`src/rtl/jtkicker_objram_arb.sv`:
```
// ============================================================================
// Module   : jtkicker_objram_arb
// Brief    : Single-port object RAM sequencer shared by the CPU (obj1/obj2) and
//            the sprite scanner. Round-robin grant, fixed-latency accesses.
//            Optional double buffering with macro JTKICKER_OBJ_DBUF_EN.
// Revision : 1.0 - initial release
// ============================================================================
`timescale 1ns/1ps
`default_nettype none

module jtkicker_objram_arb #(
    parameter int AW = 10
) (
    input  logic          clk,
    input  logic          rst,
    input  logic          cpu_cen,
    input  logic          cpu_cs,
    input  logic          cpu_bank,
    input  logic [AW-1:0] cpu_addr,
    input  logic          cpu_rnw,
    input  logic [7:0]    cpu_din,
    output logic [7:0]    cpu_dout,
    output logic          cpu_ok,
    input  logic          scan_req,
    input  logic [AW:0]   scan_addr,
    output logic [7:0]    scan_data,
    output logic          scan_ok,
    input  logic          LVBL,
    output logic [AW+1:0] ram_addr,
    output logic [7:0]    ram_din,
    output logic          ram_we,
    input  logic [7:0]    ram_dout
);

    typedef enum logic [1:0] {
        IDLE    = 2'd0,
        RD_WAIT = 2'd1,
        RD_DATA = 2'd2,
        WR      = 2'd3
    } state_t;

    state_t          state_q;
    logic            served_q;
    logic            last_scan_q;   // 1: scanner got the previous grant
    logic            owner_q;       // 1: access in flight belongs to the scanner
    logic [AW+1:0]   ram_addr_q;
    logic [7:0]      ram_din_q;
    logic            ram_we_q;
    logic [7:0]      cpu_dout_q;
    logic [7:0]      scan_data_q;
    logic            scan_ok_q;

    logic            cpu_pend;
    logic            scan_pend;
    logic            gnt_cpu;
    logic            gnt_scan;
    logic            cpu_buf;
    logic            scan_buf;

    // A scanner request still high in its scan_ok cycle is the old one.
    always_comb begin
        cpu_pend  = cpu_cs & ~served_q;
        scan_pend = scan_req & ~scan_ok_q;
        gnt_cpu   = cpu_pend & (~scan_pend | last_scan_q);
        gnt_scan  = scan_pend & ~gnt_cpu;
    end

`ifdef JTKICKER_OBJ_DBUF_EN
    logic buf_sel_q;
    logic lvbl_q;
    logic tog_pend_q;
    logic lvbl_fall;

    assign lvbl_fall = lvbl_q & ~LVBL;

    // The swap waits for IDLE so an access never straddles both buffers.
    always_ff @(posedge clk) begin
        if (rst) begin
            buf_sel_q  <= 1'b0;
            lvbl_q     <= 1'b0;
            tog_pend_q <= 1'b0;
        end else begin
            lvbl_q <= LVBL;
            if (state_q == IDLE && (lvbl_fall || tog_pend_q)) begin
                buf_sel_q  <= ~buf_sel_q;
                tog_pend_q <= 1'b0;
            end else if (lvbl_fall) begin
                tog_pend_q <= 1'b1;
            end
        end
    end

    assign cpu_buf  = ~buf_sel_q;
    assign scan_buf = buf_sel_q;
`else
    logic unused_lvbl;
    assign unused_lvbl = LVBL;
    assign cpu_buf     = 1'b0;
    assign scan_buf    = 1'b0;
`endif

    always_ff @(posedge clk) begin
        if (rst) begin
            state_q     <= IDLE;
            served_q    <= 1'b0;
            last_scan_q <= 1'b1;
            owner_q     <= 1'b0;
            ram_addr_q  <= '0;
            ram_din_q   <= 8'h00;
            ram_we_q    <= 1'b0;
            cpu_dout_q  <= 8'h00;
            scan_data_q <= 8'h00;
            scan_ok_q   <= 1'b0;
        end else begin
            ram_we_q  <= 1'b0;
            scan_ok_q <= 1'b0;
            if (cpu_cen || !cpu_cs) begin
                served_q <= 1'b0;
            end
            case (state_q)
                IDLE: begin
                    if (gnt_cpu) begin
                        ram_addr_q  <= {cpu_buf, cpu_bank, cpu_addr};
                        last_scan_q <= 1'b0;
                        owner_q     <= 1'b0;
                        if (cpu_rnw) begin
                            state_q <= RD_WAIT;
                        end else begin
                            ram_we_q  <= 1'b1;
                            ram_din_q <= cpu_din;
                            state_q   <= WR;
                        end
                    end else if (gnt_scan) begin
                        ram_addr_q  <= {scan_buf, scan_addr};
                        last_scan_q <= 1'b1;
                        owner_q     <= 1'b1;
                        state_q     <= RD_WAIT;
                    end
                end
                RD_WAIT: begin
                    state_q <= RD_DATA;
                end
                RD_DATA: begin
                    if (owner_q) begin
                        scan_data_q <= ram_dout;
                        scan_ok_q   <= 1'b1;
                    end else begin
                        cpu_dout_q <= ram_dout;
                        served_q   <= 1'b1;
                    end
                    state_q <= IDLE;
                end
                WR: begin
                    served_q <= 1'b1;
                    state_q  <= IDLE;
                end
                default: begin
                    state_q <= IDLE;
                end
            endcase
        end
    end

    assign cpu_ok    = served_q & cpu_cs;
    assign cpu_dout  = cpu_dout_q;
    assign scan_data = scan_data_q;
    assign scan_ok   = scan_ok_q;
    assign ram_addr  = ram_addr_q;
    assign ram_din   = ram_din_q;
    assign ram_we    = ram_we_q;

endmodule

`default_nettype wire
```
`config.mk`:
```
export PLATFORM = sky130hd
export DESIGN_NAME = jtkicker_objram_arb
export DESIGN_NICKNAME = d
export VERILOG_FILES = /design/src/rtl/jtkicker_objram_arb.sv
export SDC_FILE = /design/constraint.sdc
export NUM_CORES = 1
export LEC_CHECK = 0
export CORE_ASPECT_RATIO = 2
export CORE_MARGIN = 4
export CORE_UTILIZATION = 40
export CTS_CLUSTER_SIZE = 24
export DETAILED_ROUTE_END_ITERATION = 7
export PLACE_DENSITY = 0.88
export SYNTH_ARGS = -nofsm -noshare
export SYNTH_HDL_FRONTEND = slang
export SYNTH_SLANG_ARGS = --single-unit
export TNS_END_PERCENT = 100
```
`constraint.sdc`:
```
create_clock -name clk -period 1.5 [get_ports clk]
set_input_delay 0.45 -clock clk [delete_from_list [all_inputs] [get_ports clk]]
set_output_delay 0.45 -clock clk [all_outputs]
set_load 0.005 [all_outputs]
```
==> summary by stage <==
Global routing
The via count of the first global-routing pass is 1778. The largest net degree at the start of global routing is 27. The total overflow left after global routing is 0.

For met3 alone, demand over resource in global routing was 0.0609. The global routing's busiest layer is met2. The first global-routing pass estimated 7870 µm of wire. In the global route stage, met2 resource usage came out at 0.376. For this run, the total global-route usage over all layers was measured as 0.198. The met1 track demand over resource in global routing is 0.184. The number of antenna violations at the first check in global routing is 0.

Floorplanning
The die covers 0.00540 mm². From left edge to right edge, the die measures 54 µm. Row generation in the floorplan step produced 33 rows. The initial utilization of the core area, before any placement, comes to 0.414. The vertical die dimension is 100 µm.

The core outline area is 0.00409 mm². The count of pins on the block boundary is 84.

Final layout
Measured on the finished design, the core utilization comes to 0.705. From synthesis to final layout, the design area changed by 70.1%. The number of inserted diodes is 0.

The number of nets in the layout is 326. The share of layout cells above drive strength 1 is 0.216. The final-layout fill cell count is 314. The sequential cells in the finished layout cover a total of 857 µm². The multi-input combinational cell area is 795 µm².

Detailed routing
The number of search-and-repair iterations in the first detailed-routing pass is 4. Using the TritonRoute via totals, the vias-per-cell ratio works out to 4.95. For this block, the routed nets add up to 4890 µm of wire. The number of nets with antenna violations after routing is 0. In the final routed layout, each cell accounts on average for 14.6 µm. The overall via count from detail_route is 1653. For this block, the initial DRC count from the detailed router was 18.

The DRC violations left is 0.

Power and ir drop
The net switching component of the power is 718 µW. Of the total power, the clock network draws 0.355. The portion of total power attributed to combinational logic is 0.232. The total power per unit cell area is 1060 mW/mm². In this run the static leakage power is 1.33 nW. The internal power consumption is 2.33 mW.

The highest ir drop seen on vdd is 0.987 mV. The switching share of total power is 0.236. The fraction of power consumed by sequential logic is 0.413.

Logic synthesis
The post-synthesis instance total is 184. Averaged over all synthesized cells, the footprint is 9.20 µm². After synthesis, the netlist uses 28 different library cells. For this run, the number of Yosys warnings is 0. The synthesized netlist occupies a cell area of 0.00169 mm². The number of nets handed over by synthesis was 229. The share of the Yosys chip area taken by registers is 0.497. Of the post-synthesis cell area, the dominant cell type holds 0.497. Counting flops with a built-in enable in the synthesized netlist gives 0.

Counting flops with an async set or reset pin after synthesis yields a share of 0. In the post-synthesis netlist, the cell with the most instances is dfxtp_1. The most area-hungry cell type in the Yosys netlist is dfxtp_1. Among all flip-flop cells after synthesis, the most frequent one is dfxtp_1.

After synthesis, the cell types taking the most area are dfxtp_1, mux2i_1, nor2_1. The post-synthesis register bit count is 42. The commonest cells after synthesis are dfxtp_1, nor2_1, nand2_1.

Worst setup path
At the worst endpoint, the required time is 1.70 ns. The slowest stage of the critical path is the dfxtp_1 cell. The maximum net fanout on the critical path is 6. STA classifies the critical path endpoint as a flip-flop.

The start-to-end type of the worst setup path is reg -> reg. Together, buffers and inverters on the worst path number 2. The worst register-to-register path has a setup slack of 0.05 ns. The data arrival time of the critical path is 1.64 ns.

The signal on the critical path passes through nand2b_1 > a211oi_4 > buf_4 > buf_12 > nor2_1 > a311oi_2. The kind of start point of the critical path is a flip-flop. The cell type group with the largest total delay on the critical path is compound AO/OA/AOI/OAI gates. For this run, the slowest stage of the critical path takes 0.34 ns.

Timing
The final critical path time including I/O delays and setup is 1.45 ns. Setup repair after global routing could not meet its margin everywhere. The hold violation total from the final report is 0.

Setup violations remaining at the end of the flow were counted as 0. In the post-route analysis, the smallest setup slack over all paths is 0.0539 ns. The maximum clock skew at final layout is 0.00711 ns. The max-slew violation count is 0. Dividing the final minimum period by the clock period gives 0.964. The fmax is 691 MHz.

Clocking
Buffers inserted to repair hold after CTS numbered 0. The clock-pin transition on the worst setup and hold timing paths is 0.08 ns. The clock latency of the later-clocked register in the worst-skew pair is 0.29 ns.

For this design, the sink count on the clock tree is 42. In this run, CTS created clock tree buffers numbering 5. The clock tree from TritonCTS is done. Clock tree synthesis selected as its root buffer the cell clkbuf_8. The H-tree depth is 2. No sink is reached through more buffers than the 2 on the longest clock path.

Placement
The last weighted congestion value of the routability-driven placer is 0.796. OpenSTA, run right after detailed placement, puts the worst setup slack at -0.529 ns. The count of buffers inserted at the top-level ports is 81. Detailed placement ended at an HPWL of 3580 µm.

Job
Across the run, the number of max-cap violations was 0.

Outcome
The run finished with clean final reports.

Worst hold path
The tightest min-delay check is of the reg -> reg type.
-- power groups by stage --
stage	registers [mW]	clock network, mW	logic (mW)
floorplan	1.28	0	0.280
global placement	1.28	0	0.641
detailed placement	1.28	0	0.655
CTS	1.26	1.11	0.701
global route	1.27	1.15	0.770
finish	1.26	1.08	0.706
-- cell families (layout without fill, tap and decap cells) --
| group | Yosys count | after routing | synth area share |
|---|---|---|---|
| other | 1 | 1 | 0.00222 |
| AOI/OAI and AO/OA | 24 | 24 | 0.128 |
| and+or+nand+nor | 86 | 86 | 0.230 |
| buffers and inverters | 15 | 113 | 0.0488 |
| DFF | 42 | 42 | 0.497 |
| muxes | 16 | 16 | 0.0946 |
-- flip-flops by register name, indices dropped and copies added, names as in the netlist --
signal,cells
served_q,1
cpu_dout,8
ram_we,1
ram_addr,11
owner_q,1
last_scan_q,1
scan_ok,1
ram_din,8
scan_data,8
state_q,2
-- cell type report --
class	count	area share
inverter	2	0.00261
tap	52	0.0226
multi-input combinational	127	0.276
sequential	42	0.298
timing repair buffer	103	0.352
clock buffer	6	0.0287
clock inverter	2	0.0209
-- metal layers --
metal  vias up  wire (µm)
li1        815          -
met1       777       1620
met2        54       2900
met3         7        290
met4         0         77
met5         -          0
-- cell usage in the layout, fill, tap and decap left out, drive strengths merged, types with 2 or more instances in the layout --
| master | count |
|---|---|
| a21oi | 10 |
| inv | 2 |
| nor3 | 3 |
| a311oi | 11 |
| clkdlybuf4s50 | 41 |
| nand2 | 31 |
| nand3 | 9 |
| buf | 22 |
| mux2i | 16 |
| dlygate4sd2 | 38 |
| nor2 | 32 |
| nor3b | 2 |
| bufinv | 2 |
| nand2b | 3 |
| nor2b | 2 |
| dfxtp | 42 |
| clkbuf | 7 |
-- path summary, 6_finish.rpt --
kind,startpoint,to,cells after the start
min reg2reg,ram_din[4],ram_din[4],2
max reg2reg,scan_ok,ram_addr[1],6
min,ram_din[4],ram_din[4],2
max,scan_ok,ram_addr[1],6
-- tightest hold or removal path, cell delays in order, from the launching register on --
cell and delay (ns):
dfxtp_1 0.31, nand2_1 0.05, a21oi_1 0.05
-- stage by stage --
| stage | cell area, µm² | setup TNS (ns) | power (mW) | hold slack (ns) | std cells |
|---|---|---|---|---|---|
| after floorplan | 1690 | 0 | 1.56 | 0.453 | 184 |
| final | 2880 | 0 | 3.05 | 0.450 | 334 |
| after CTS | 2870 | 0 | 3.07 | 0.455 | 333 |
| after detailed placement | 2660 | -10.30 | 1.94 | 0.447 | 320 |
| after global routing | 2880 | -0.0597 | 3.19 | 0.479 | 334 |
| after global placement | 2660 | -9.81 | 1.92 | 0.441 | 320 |
-- repair_timing --
| item | CTS | global route |
|---|---|---|
| setup buffers | 3 | 1 |
| endpoints found under the setup margin | 61 | 12 |
| endpoints found under the hold margin | 0 | 0 |
| pin swaps | 2 | 6 |
| gates resized for setup | 61 | 6 |
| cloned | 2 | 0 |
No activity file was read; power rests on OpenSTA's default activity.
